**config.mk**
```make
export PLATFORM = sky130hd
export DESIGN_NAME = d7_muxpb_decoder
export DESIGN_NICKNAME = d
export VERILOG_FILES = /design/src/rtl/d7_pkg.sv /design/src/rtl/pb_debounce_cell.sv /design/src/rtl/d7_muxpb_decoder.sv
export SDC_FILE = /design/constraint.sdc
export NUM_CORES = 1
export LEC_CHECK = 0
export BUFFER_PORTS_ARGS = -buffer_cell sky130_fd_sc_hd__buf_2
export CORE_UTILIZATION = 60
export CTS_BUF_LIST = sky130_fd_sc_hd__clkbuf_2
export DETAILED_ROUTE_END_ITERATION = 10
export PLACE_DENSITY = 0.8
export RECOVER_POWER = 100
export SLEW_MARGIN = 0
export SYNTH_ARGS = -nofsm -noshare
export SYNTH_HDL_FRONTEND = slang
export SYNTH_HIERARCHICAL = 1
export SYNTH_SLANG_ARGS = --single-unit
export TNS_END_PERCENT = 5
```
**constraint.sdc**
```tcl
create_clock -name clk -period 3.7 [get_ports clk]
set_input_delay 0.185 -clock clk [delete_from_list [all_inputs] [get_ports clk]]
set_output_delay 0.185 -clock clk [all_outputs]
set_load 0.01 [all_outputs]
```
**src/rtl/d7_pkg.sv**
```systemverilog
// rtl/d7_pkg.sv - shared constants and one-hot helpers for the muxpb decoder
package d7_pkg;

  localparam int N_DIGITS        = 8;
  localparam int IDX_W           = $clog2(N_DIGITS);
  localparam int DEB_SCANS       = 4;
  localparam int DEB_SCANS_TURBO = 1;
  localparam int MIN_SLOT        = 3;
  localparam int STALL_CYCLES    = 1024;
  localparam int CNT_W           = $clog2(DEB_SCANS + 1);
  localparam int SLOT_W          = $clog2(STALL_CYCLES + 1);

  typedef logic [N_DIGITS-1:0] anode_t;
  typedef logic [IDX_W-1:0]    idx_t;
  typedef logic [CNT_W-1:0]    deb_cnt_t;
  typedef logic [SLOT_W-1:0]   slot_cnt_t;

  localparam deb_cnt_t  DEB_T_NORMAL = deb_cnt_t'(DEB_SCANS);
  localparam deb_cnt_t  DEB_T_TURBO  = deb_cnt_t'(DEB_SCANS_TURBO);
  localparam slot_cnt_t SLOT_SAT     = slot_cnt_t'(STALL_CYCLES);

  function automatic logic is_onehot(input anode_t v);
    return (v != '0) && ((v & (v - anode_t'(1))) == '0);
  endfunction

  // OR of set-bit indices; exact only when v is one-hot, 0 when v is zero
  function automatic idx_t onehot_index(input anode_t v);
    idx_t idx;
    idx = '0;
    for (int i = 0; i < N_DIGITS; i++) begin
      if (v[i]) idx = idx | idx_t'(i);
    end
    return idx;
  endfunction

endpackage

```
**src/rtl/pb_debounce_cell.sv**
```systemverilog
// rtl/pb_debounce_cell.sv - per-position scan-count debouncer with edge pulses
module pb_debounce_cell
  import d7_pkg::*;
(
  input  logic     clk,
  input  logic     reset,
  input  logic     sample_en_i,
  input  logic     sample_i,
  input  deb_cnt_t thresh_i,
  output logic     level_o,
  output logic     press_o,
  output logic     release_o,
  output logic     press_next_o
);

  deb_cnt_t cnt_q, cnt_d;
  logic     level_q, level_d;
  logic     press_q, press_d;
  logic     release_q, release_d;

  // A counter left above a newly lowered threshold toggles on its next disagreeing sample
  always_comb begin
    cnt_d     = cnt_q;
    level_d   = level_q;
    press_d   = 1'b0;
    release_d = 1'b0;
    if (sample_en_i) begin
      if (sample_i == level_q) begin
        cnt_d = '0;
      end else if ((cnt_q + deb_cnt_t'(1)) >= thresh_i) begin
        cnt_d     = '0;
        level_d   = ~level_q;
        press_d   = ~level_q;
        release_d = level_q;
      end else begin
        cnt_d = cnt_q + deb_cnt_t'(1);
      end
    end
  end

  always_ff @(posedge clk or negedge reset) begin
    if (!reset) begin
      cnt_q     <= '0;
      level_q   <= 1'b0;
      press_q   <= 1'b0;
      release_q <= 1'b0;
    end else begin
      cnt_q     <= cnt_d;
      level_q   <= level_d;
      press_q   <= press_d;
      release_q <= release_d;
    end
  end

  assign level_o      = level_q;
  assign press_o      = press_q;
  assign release_o    = release_q;
  assign press_next_o = press_d;

endmodule

```
**src/rtl/d7_muxpb_decoder.sv**
```systemverilog
// rtl/d7_muxpb_decoder.sv - samples muxpb per anode slot and debounces each button position
module d7_muxpb_decoder
  import d7_pkg::*;
(
  input  logic                clk,
  input  logic                reset,
  input  logic                turbosim,
  input  logic [N_DIGITS-1:0] d7_anodes,
  input  logic                muxpb,
  output logic [N_DIGITS-1:0] pb_state,
  output logic [N_DIGITS-1:0] pb_press,
  output logic [N_DIGITS-1:0] pb_release,
  output logic                key_valid,
  output logic [IDX_W-1:0]    key_index,
  output logic                scan_error,
  output logic                scan_stall
);

  logic      sync1_q, sync2_q;
  anode_t    anode_q;
  slot_cnt_t slot_cnt_q, slot_cnt_d;
  logic      stall_q, stall_d;
  logic      slot_open_q, slot_open_d;
  logic      scan_err_q, scan_err_d;
  logic      key_valid_q, key_valid_d;
  idx_t      key_index_q, key_index_d;

  logic      anode_change, slot_end, anode_ok, slot_long, sample_valid;
  anode_t    sample_en, press_next;
  deb_cnt_t  thresh;

  // The anode_q left by reset is not a real slot, so the first change only opens slot tracking
  always_comb begin
    anode_change = (d7_anodes != anode_q);
    slot_end     = anode_change && slot_open_q;
    anode_ok     = is_onehot(anode_q);
    slot_long    = (int'(slot_cnt_q) + 1) >= MIN_SLOT;
    sample_valid = slot_end && anode_ok && slot_long && !stall_q;
    sample_en    = sample_valid ? anode_q : '0;
    slot_open_d  = slot_open_q || anode_change;
    scan_err_d   = slot_end && !anode_ok;
    thresh       = turbosim ? DEB_T_TURBO : DEB_T_NORMAL;

    slot_cnt_d = slot_cnt_q;
    if (anode_change) begin
      slot_cnt_d = '0;
    end else if (slot_cnt_q != SLOT_SAT) begin
      slot_cnt_d = slot_cnt_q + slot_cnt_t'(1);
    end
    stall_d = !anode_change && (slot_cnt_d == SLOT_SAT);

    key_valid_d = |press_next;
    key_index_d = onehot_index(press_next);
  end

  always_ff @(posedge clk or negedge reset) begin
    if (!reset) begin
      sync1_q     <= 1'b0;
      sync2_q     <= 1'b0;
      anode_q     <= '0;
      slot_cnt_q  <= '0;
      stall_q     <= 1'b0;
      slot_open_q <= 1'b0;
      scan_err_q  <= 1'b0;
      key_valid_q <= 1'b0;
      key_index_q <= '0;
    end else begin
      sync1_q     <= muxpb;
      sync2_q     <= sync1_q;
      anode_q     <= d7_anodes;
      slot_cnt_q  <= slot_cnt_d;
      stall_q     <= stall_d;
      slot_open_q <= slot_open_d;
      scan_err_q  <= scan_err_d;
      key_valid_q <= key_valid_d;
      key_index_q <= key_index_d;
    end
  end

  for (genvar g = 0; g < N_DIGITS; g++) begin : g_cell
    pb_debounce_cell u_cell (
      .clk          (clk),
      .reset        (reset),
      .sample_en_i  (sample_en[g]),
      .sample_i     (sync2_q),
      .thresh_i     (thresh),
      .level_o      (pb_state[g]),
      .press_o      (pb_press[g]),
      .release_o    (pb_release[g]),
      .press_next_o (press_next[g])
    );
  end

  assign key_valid  = key_valid_q;
  assign key_index  = key_index_q;
  assign scan_error = scan_err_q;
  assign scan_stall = stall_q;

endmodule

```
# After elaboration in Yosys (flattened, before gate mapping)
# Cells that the tools add are included.
# classes
n_mux,75
shift,0
magnitude_cmp,9
n_eq_ne,11
div,0
add_sub_neg,11
n_bitwise,17
mul,0
n_reduce_logical,22
# ops
op,n
3-bit two-way mux,21
1-bit two-way mux,49
"3-bit by 1-bit adder with 3-bit output, second input constant",8
3-bit >= comparator,8
3-bit AND reduction,8
11-bit two-way mux,2
1-bit NOT,16
"11-bit by 1-bit adder with 12-bit output, second input constant",1
"12-bit by 2-bit >= comparator with 1-bit output, second input constant",1
"11-bit by 1-bit adder with 11-bit output, second input constant",1
"11-bit == test, second input constant",1
"11-bit inequality test, second input constant",1
8-bit AND,1
1-bit == test,8
8-bit zero test,1
8-bit two-way mux,1
8-bit inequality test,1
8-bit nonzero test,1
8-bit OR reduction,1
"8-bit by 1-bit subtractor with 8-bit output, second input constant",1
1-bit logical AND,7
2-bit two-way mux,2
1-bit zero test,3
1-bit logical OR,1
# totals
out_inout_bits,30
mem_count,0
word_cells,186
mem_bits_rw,0
regBits,76
latch_bits,0
mem_bits_ro,0
in_bits,12

# Depth between registers and ports, before layout
# Gate-level depths: netlist of run 1.
# depth
ltp_word,16
mapped_depth,10
mapped_depth_nobuf,10

# Cells and area by module
# The synthesis of run 1 kept the hierarchy.
# modules_own_cells
mod,area_per_inst_um2,cells_per_inst,instances
pb_debounce_cell,359.1,32,8
d7_muxpb_decoder,1746.7,160,1

# Worst setup path after synthesis of run 1
# OpenSTA, ideal clock, no wires.
# synth_timing
kind,register to register
from,register slot_cnt_q[1]
to,"register key_valid_q, in the netlist key_valid"
t_arrival_ns,2.752
path_stages_with_launch,11
path_slack_ns,0.822
setup_time_ns,0.126
path_buffers,0
period_less_slack_ns,2.878
required_ns,3.574
cell_sequence,dfrtp_1 > ha_1 > nand4_1 > nor3_2 > mux2_1 > nor2_1 > a21oi_1 > o21ai_2 > nor3b_1 > or4_1 > nand2b_1
# synth_via
elab_chain_len,7
word_cells_on_any_way,14
# synth_lines
element,line_no,rtl
start: declaration,d7_muxpb_decoder.sv:21,"slot_cnt_t slot_cnt_q, slot_cnt_d;"
start signal: assignment,d7_muxpb_decoder.sv:71,slot_cnt_q <= slot_cnt_d;
11-bit by 1-bit adder with 12-bit output,d7_muxpb_decoder.sv:37,slot_long = (int'(slot_cnt_q) + 1) >= MIN_SLOT;
12-bit by 2-bit >= comparator with 1-bit output,d7_muxpb_decoder.sv:37,
1-bit logical AND (2 in series),d7_muxpb_decoder.sv:38,sample_valid = slot_end && anode_ok && slot_long && !stall_q;
8-bit two-way mux,d7_muxpb_decoder.sv:39,sample_en = sample_valid ? anode_q : '0;
named net sample_en[6],d7_muxpb_decoder.sv:29,"anode_t sample_en, press_next;"
1-bit two-way mux,pb_debounce_cell.sv:27,if (sample_en_i) begin
named net press_next[6],d7_muxpb_decoder.sv:29,
8-bit OR reduction,d7_muxpb_decoder.sv:52,key_valid_d = |press_next;
named net key_valid_d,d7_muxpb_decoder.sv:25,"logic key_valid_q, key_valid_d;"
end signal: assignment,d7_muxpb_decoder.sv:75,key_valid_q <= key_valid_d;
end: declaration,d7_muxpb_decoder.sv:25,
# The timed path passes the listed nets, and every way through them passes these cells.
# A chain may end at the register's enable or synchronous reset.

# Worst setup path after layout of run 1
# layout_timing
from,register slot_cnt_q[0]
to,"register key_index_q[0], in the netlist key_index[0]"
# layout_via
elab_chain_len,13
word_cells_on_any_way,16
# layout_lines
element,line_no,rtl
11-bit by 1-bit adder with 12-bit output,d7_muxpb_decoder.sv:37,
12-bit by 2-bit >= comparator with 1-bit output,d7_muxpb_decoder.sv:37,
1-bit logical AND (2 in series),d7_muxpb_decoder.sv:38,
8-bit two-way mux,d7_muxpb_decoder.sv:39,
named net sample_en[1],d7_muxpb_decoder.sv:29,
1-bit two-way mux,pb_debounce_cell.sv:27,
named net press_next[1],d7_muxpb_decoder.sv:29,
1-bit two-way mux,d7_pkg.sv:31,if (v[i]) idx = idx | idx_t'(i);
2-bit two-way mux (2 in series),d7_pkg.sv:31,
3-bit two-way mux (4 in series),d7_pkg.sv:31,
named net key_index_d[0],d7_muxpb_decoder.sv:26,"idx_t key_index_q, key_index_d;"
end signal: assignment,d7_muxpb_decoder.sv:76,key_index_q <= key_index_d;
end: declaration,d7_muxpb_decoder.sv:26,
# The timed path passes the listed nets, and every way through them passes these cells.

==> results of run 1 <==
==> power by group through the flow <==
stage	Combinational [mW]	Clock, mW	Sequential, mW
floorplan	0.0784	0	0.863
global placement	0.112	0	0.865
detailed placement	0.117	0	0.866
CTS	0.125	0.431	0.851
global route	0.133	0.476	0.854
finish	0.118	0.429	0.851
==> sequential cells by signal, summed over array words and instances, names as in the netlist, 3 cells and up <==
name and flops:
anode_q 8, g_cell.u_cell/cnt_q 24, g_cell.u_cell/level_o 8, g_cell.u_cell/press_o 8
g_cell.u_cell/release_o 8, key_index 3, slot_cnt_q 11
==> per-layer routing <==
metal,part of all wire,vias up
li1,-,1611
met1,0.47,1550
met2,0.48,58
met3,0.035,13
met4,0.016,0
met5,0,-
==> cells by family after synthesis <==
kind of cell	count (synthesis)	synth area share
and+or+nand+nor	136	0.218
DFF	76	0.412
AOI/OAI and AO/OA	73	0.128
buffers and inverters	42	0.0390
adders and majority gates	36	0.0972
xor gates and xnor gates	35	0.0664
muxes	17	0.0393
other	1	0.000812
==> layout by cell type (no fill, tap or decap), types with 15 or more instances in the layout <==
cell type and n:
nand2_1 15, dfrtp_1 76, nor2_1 20, o21ai_0 32, ha_1 35, clkbuf_1 38
nor3b_1 16, xor2_1 20, xnor2_1 15, nand3_1 16, inv_1 37
==> final timing paths <==
kind                                        endpoint  cells past startpoint           from  slack [ps]
max reg2reg                             key_index[0]                      9  slot_cnt_q[0]         260
max in group asynchronous  g_cell[2].u_cell/cnt_q[1]                      2          reset        1950
max                                     key_index[0]                      9  slot_cnt_q[0]         260
min                                          sync1_q                      2          muxpb         270
min reg2reg                                  sync2_q                      0        sync1_q         400
min in group asynchronous   g_cell[1].u_cell/level_o                      2          reset         660
==> layout make-up <==
cell class | count | area (um^2)
multi-input combinational | 305 | 2520
fill | 581 | 2290
sequential | 76 | 1900
timing repair buffer | 51 | 258
inverter | 37 | 139
tap | 99 | 124
clock buffer | 10 | 50.0
clock inverter | 4 | 42.5
==> synth_stat cells (2+ instances only) <==
master,number,area share
a211oi_1,4,0.0065
a211oi_4,2,0.0087
a21o_1,8,0.013
a21oi_1,6,0.0065
a311oi_2,8,0.026
and3_1,10,0.014
and3_4,8,0.020
buf_4,4,0.0065
dfrtp_1,76,0.41
ha_1,35,0.095
inv_1,37,0.030
mux2_2,8,0.020
mux2i_1,8,0.017
nand2_1,15,0.012
nand2b_1,2,0.0027
nand2b_4,9,0.027
nand3_1,16,0.017
nand4_1,7,0.0095
nor2_1,20,0.016
nor2_4,8,0.020
nor3_1,2,0.0022
nor3b_1,16,0.026
nor4_1,2,0.0027
nor4_4,2,0.0092
nor4b_1,3,0.0057
o21a_1,2,0.0032
o21ai_0,27,0.029
o21ai_2,8,0.015
or3_1,2,0.0027
or4_1,4,0.0065
xnor2_1,15,0.028
xor2_1,20,0.038
==> metrics by stage <==
step                      worst slack [ps]  hold WS, ps   util
final                                  264          267  0.687
after global routing                  67.3          256  0.687
after CTS                              400          253  0.700
after global placement                 527          293  0.673
after detailed placement               418          295  0.673
after floorplan                        822         -111      -
==> worst register-to-register path, delay by kind of cell, from the launching register on <==
kind / cells / cell delay (ps)
adder cells (fa/ha/maj): 1 / 290
flip-flops: 1 / 540
AO/OA/AOI/OAI: 4 / 1580
AND/OR/NAND/NOR: 4 / 960
==> what timing repair did <==
item,4_1_cts,5_1_grt
hold buffers,10,0
endpoints found under the setup margin,0,0
setup buffers,0,0
endpoints found under the hold margin,85,0
==> metrics.yaml, run 1 <==
critical_path:
  arrival_ps: 3900
  cpLargestDelayFamily: "compound AO/OA/AOI/OAI gates"
  crit_buf_inv: 0
  cp_slowest_cell: "a211oi_1"
  cp_max_fo: 8
  endpoint_kind: "register"
  path_class: "reg2reg"
  crit_chain: "ha_1 > and4_1 > nor3_1 > a2bb2oi_1 > a211oi_4 > a211oi_1 > o21ai_0 > nor3b_1 > or4_1"
  max_stage_delay_ps: 760
  crit_path_start_kind: "register"
  worstPathRequired_ps: 4170
synthesis:
  synth.distinct_cells: 54
  ys_seq_area_frac: 0.412
  syn_area_per_cell_um2: 11.1
  synth-seq-cells: 76
  synthesis.area_um2: 4620
  synth_edf_count: 0
  yosys_warnings: 6
  ys.flop_type: "dfrtp_1"
  synth_cells: 416
  async_flop_share: 1.00
sta:
  rsz0062_at_grt: "false"
  finalSetupViolations: 0
  period_needed_ps: 3440
  setup_tns_ps: 0
  slew_viol_final: 77
  fin_worst_skew_ps: 32.5
  fmax_ghz: 0.291
  maxSlewHeadroom: -0.226
  worstMarginPinSlew_ps: 1840
  hold_viol_final: 0
  fin_crit_sh: 0.929
placement:
  globalplace.congestion: 0.834
  placedInstanceArea_um2: 4940
  dp_cells: 558
  place_hpwl_um: 6090
  numPortBuffers: 41
clock_network:
  clk_pin_slew_worst_paths_ps: 210
  clock_latency_ps: 540
  cts_buffer_depth: 2
  post_cts_resized: 0
  cts_root_buffer: "clkbuf_2"
  cts_buffers: 9
  tritoncts: "built"
  clkSinkCount: 76
  htreeDepth: 3
power_and_ir_drop:
  finalPower_mw: 1.40
  seqPwrFrac: 0.609
  internal_power_mw: 1.04
  p_switching_mw: 0.361
  p_per_area_nw_per_um2: 278
  ir_drop_mv: 0.172
  combPwrFrac: 0.084
  p_sw_frac: 0.258
  p_clk_frac: 0.307
  p_leak_nw: 2.16
route:
  drtIter0Drc: 117
  firstDrtPassIters: 4
  routed_wirelength_um: 8400
  viasPerCell: 5.55
  drcViolationCount: 0
  via_count: 3232
  postRouteAntennaNets: 0
  post_drt_wl_per_cell_um: 14.4
final_layout:
  finalNonFillerCells: 582
  antenna_cells: 0
  drive_gt1_frac: 0.145
  area_growth_pct: 9.02
  fin_area_um2: 5040
  fin_nets: 527
grt:
  grt_use_total: 0.231
  use_met2: 0.393
  grt_busiest_layer: "met2"
  grt_overflow: 0
  grt_use_met3: 0.0508
  antenna_found_initial: 0
  met1_usage: 0.288
  grt_pass1_wl_um: 14900
  grt_pass1_vias: 3258
  grt_max_degree: 77
status:
  status: "finished, violations left"
  violations: "capacitance limit, slew limit"
floorplan:
  rows: 31
  die_w_um: 89.7
  core_um2: 7330
  die_y_um: 89.7
  start_util: 0.630
  dieArea_um2: 8050
  pin_count: 42
hold_path:
  min_path_type: "in2reg"
job:
  maxCapViolCount: 1
Note: power is estimated with default switching activity, not from simulation.
==> run 2: changes to the inputs <==
- GPL_TIMING_DRIVEN: unset -> 0
- clock period: 3.7 -> 4.3 ns (I/O delays scaled with it)
==> metrics.yaml, run 2 (same netlist as run 1, synthesis figures left out) <==
critical_path:
  reg2reg_depth: 10
  arrival_ps: 4050
  path_class: "reg2reg"
  r2r_setup_slack_ps: 710
  crit_chain: "ha_1 > nand4_1 > nor3_1 > mux2_1 > nor2_1 > a211oi_1 > o21ai_0 > nor3b_1 > or4_1 > nand2b_1"
  worstPathRequired_ps: 4760
  crit_path_start_kind: "register"
  max_stage_delay_ps: 550
  cp_slowest_cell: "or4_1"
  endpoint_kind: "register"
  cp_max_fo: 8
grt:
  antenna_found_initial: 0
  grt_pass1_vias: 3353
  grt_max_degree: 41
  grt_overflow: 0
  grt_pass1_wl_um: 15200
  grt_use_total: 0.232
status:
  violations: "capacitance limit, slew limit"
  status: "finished, violations left"
clock_network:
  clk_pin_slew_worst_paths_ps: 220
  cts_buffers: 9
  post_cts_resized: 0
  clock_latency_ps: 550
  htreeDepth: 3
  cts_root_buffer: "clkbuf_2"
  cts_buffer_depth: 2
  clkSinkCount: 76
  tritoncts: "built"
floorplan:
  pin_count: 42
  core_um2: 7330
  die_y_um: 89.7
  die_w_um: 89.7
  start_util: 0.630
  dieArea_um2: 8050
  rows: 31
placement:
  place_hpwl_um: 6150
  numPortBuffers: 41
  globalplace.congestion: 0.775
final_layout:
  nFillCells: 543
  fin_nets: 533
  drive_gt1_frac: 0.153
  antenna_cells: 0
  area_growth_pct: 11.5
  multi_input_area_um2: 2500
  largest_reg_flops: 24
  final_cell_mix: "dfrtp_1 (76), clkbuf_1 (40), inv_1 (37)"
  ff_latch_area_um2: 1900
  fin_util: 0.702
  largestRegisters: "g_cell.u_cell/cnt_q x24, slot_cnt_q x11"
  mostFrequentLayoutCell: "dfrtp_1"
  regMostFlops: "g_cell.u_cell/cnt_q"
route:
  post_drt_wl_per_cell_um: 14.8
  via_count: 3330
  drtIter0Drc: 96
  firstDrtPassIters: 4
  routed_wirelength_um: 8720
  drcViolationCount: 0
  viasPerCell: 5.64
  postRouteAntennaNets: 0
sta:
  fin_worst_skew_ps: 19.9
  finalSetupViolations: 0
  period_needed_ps: 3590
  setup_tns_ps: 0
  fmax_ghz: 0.279
  maxSlewHeadroom: -0.319
  fin_crit_sh: 0.835
  worstMarginPinSlew_ps: 1980
  rsz0062_at_grt: "false"
  slew_viol_final: 37
  hold_viol_final: 0
power_and_ir_drop:
  p_leak_nw: 2.22
  p_per_area_nw_per_um2: 265
  ir_drop_mv: 0.172
hold_path:
  min_path_type: "in2reg"
  hold_depth: 2
job:
  maxCapViolCount: 1
## run 2: per-stage QoR
step / worst slack, ps / hold slack (ps) / area [um^2] / total power [mW] / std cells
4_1_cts: 940 / 112 / 5270 / 1.38 / 590
2_1_floorplan: 1420 / -80.6 / 4650 / 0.810 / 423
3_3_place_gp: 1030 / 323 / 4970 / 0.840 / 563
3_5_place_dp: 960 / 198 / 5000 / 0.848 / 564
6_report: 710 / 302 / 5150 / 1.37 / 590
5_1_grt: 426 / 318 / 5150 / 1.42 / 590
## run 2: routing by layer
metal	wire, um	global-route usage	vias up
met5	0	0	-
met3	286	0.0330	13
met1	3890	0.286	1619
li1	-	-	1626
met2	4400	0.413	72
met4	142	0.0847	0
## run 2: what timing repair did
action / in CTS / in global routing
hold buffers: 10 / 0
endpoints found under the hold margin: 85 / 0
setup buffers: 0 / 0
## run 2: path summary, 6_finish.rpt
check,from,to
setup / recovery,slot_cnt_q[1],key_valid
hold / removal,muxpb,sync1_q
setup reg to reg,slot_cnt_q[1],key_valid
hold reg to reg,sync1_q,sync2_q
max in group asynchronous,reset,g_cell[3].u_cell/cnt_q[0]
min in group asynchronous,reset,g_cell[3].u_cell/level_o
## run 2: area by class of cell
cell class,instances,area share
clock inverter,7,0.0241
timing repair buffer,52,0.0537
tap,99,0.0241
inverter,37,0.0270
sequential,76,0.369
buffer,5,0.00656
multi-input combinational,305,0.487
clock buffer,9,0.00875
## run 2: report_power, final
part	leakage (nW)	switching, mW	internal [mW]
clock network	0.0927	0.276	0.254
logic	1.18	0.0562	0.0477
registers	0.945	0.0121	0.721
## run 2: worst max-delay path: cells and delay by family, from the launching register on
kind,cells,cell delay (ps)
compound gates,2,540
flops,1,520
fa+ha+maj,1,290
mux,1,360
simple gates,6,1800
==> run 3: changes to the inputs <==
- clock period: 4.3 -> 3.7 ns (I/O delays scaled with it)
==> metrics.yaml, run 3 (same netlist as run 1, synthesis figures left out) <==
final_layout:
  mostFrequentLayoutCell: "dfrtp_1"
  final_cell_mix: "dfrtp_1 (76), clkbuf_1 (40), inv_1 (37)"
  largestRegisters: "g_cell.u_cell/cnt_q x24, slot_cnt_q x11"
  largest_reg_flops: 24
  regMostFlops: "g_cell.u_cell/cnt_q"
  fin_area_um2: 5150
  drive_gt1_frac: 0.163
  antenna_cells: 0
  area_growth_pct: 11.6
  ff_latch_area_um2: 1900
  fin_nets: 533
  nFillCells: 540
  multi_input_area_um2: 2520
sta:
  setup_tns_ps: 0
  finalSetupViolations: 0
  maxSlewHeadroom: -0.243
  rsz0062_at_grt: "false"
  fin_crit_sh: 0.915
  slew_viol_final: 38
  worst_slack_ps: 314
  fmax_ghz: 0.295
  hold_viol_final: 0
  period_needed_ps: 3390
  fin_worst_skew_ps: 18.9
  worstMarginPinSlew_ps: 1870
floorplan:
  pin_count: 42
  die_w_um: 89.7
  start_util: 0.630
  dieArea_um2: 8050
  rows: 31
  die_y_um: 89.7
  core_um2: 7330
grt:
  grt_use_total: 0.232
  grt_pass1_wl_um: 15200
  grt_max_degree: 41
  grt_overflow: 0
  grt_pass1_vias: 3353
  antenna_found_initial: 0
clock_network:
  htreeDepth: 3
  clkSinkCount: 76
  cts_buffers: 9
  cts_root_buffer: "clkbuf_2"
  clk_pin_slew_worst_paths_ps: 220
  clock_latency_ps: 550
  cts_buffer_depth: 2
  tritoncts: "built"
route:
  drtIter0Drc: 91
  routed_wirelength_um: 8690
  via_count: 3313
  post_drt_wl_per_cell_um: 14.7
  postRouteAntennaNets: 0
  firstDrtPassIters: 4
  drcViolationCount: 0
  viasPerCell: 5.62
job:
  maxCapViolCount: 1
power_and_ir_drop:
  ir_drop_mv: 0.200
  p_per_area_nw_per_um2: 308
  p_leak_nw: 2.22
hold_path:
  min_path_type: "in2reg"
critical_path:
  worstPathRequired_ps: 4140
  cp_max_fo: 8
  endpoint_kind: "register"
  path_class: "reg2reg"
  arrival_ps: 3820
  crit_path_start_kind: "register"
status:
  status: "finished, violations left"
  violations: "capacitance limit, slew limit"
placement:
  place_hpwl_um: 6150
  numPortBuffers: 41
  globalplace.congestion: 0.775
  placedInstanceArea_um2: 5000
  pre_cts_ws_ps: 360
-- run 3: per-layer routing --
| layer | share of wire | GRT usage | vias to the layer above |
|---|---|---|---|
| li1 | - | - | 1631 |
| met3 | 0.031 | 0.0330 | 13 |
| met2 | 0.51 | 0.413 | 65 |
| met4 | 0.016 | 0.0847 | 0 |
| met5 | 0 | 0 | - |
| met1 | 0.45 | 0.286 | 1604 |
-- run 3: per-stage QoR --
| stage | utilization | std cells | hold WS (ps) | power (mW) |
|---|---|---|---|---|
| after floorplan | - | 423 | -111 | 0.941 |
| after global placement | 0.679 | 563 | 293 | 0.977 |
| after detailed placement | 0.682 | 564 | 168 | 0.986 |
| after CTS | 0.718 | 590 | 81.7 | 1.61 |
| after global routing | 0.703 | 590 | 288 | 1.64 |
| final | 0.703 | 590 | 275 | 1.59 |
-- run 3: timing repair --
item	in CTS	in global routing
hold buffers	10	0
buffers inserted	0	0
endpoints found under the hold margin	85	0
resized for setup	0	0
-- run 3: area by class of cell --
class	count	area share
Tap cell	99	0.0240
Clock inverter	7	0.0240
Multi-Input combinational cell	305	0.490
Sequential cell	76	0.369
Inverter	37	0.0269
Timing Repair Buffer	52	0.0507
Buffer	5	0.00655
Clock buffer	9	0.00874
-- run 3: path summary, 6_finish.rpt --
| check | from | endpoint | slack [ps] | cells past startpoint |
|---|---|---|---|---|
| worst max-delay path | slot_cnt_q[1] | key_index[0] | 310 | 9 |
| worst min register to register | sync1_q | sync2_q | 370 | 0 |
| min in group asynchronous | reset | g_cell[3].u_cell/level_o | 650 | 2 |
| worst max register to register | slot_cnt_q[1] | key_index[0] | 310 | 9 |
| worst min-delay path | muxpb | sync1_q | 280 | 2 |
| max in group asynchronous | reset | anode_q[2] | 1220 | 3 |
-- run 3: critical path, cell delays in order, from the launching register on --
cell and delay, ps:
dfrtp_1 520, ha_1 290, nand4_1 190, nor3_2 270, mux2_1 350, nor2_1 370
a21oi_1 310, o21ai_0 260, nor3b_1 180, or4_1 550
-- run 3: where the power goes --
group | switching (mW) | internal [mW]
clock | 0.319 | 0.296
sequential | 0.0139 | 0.838
combinational | 0.0663 | 0.0536
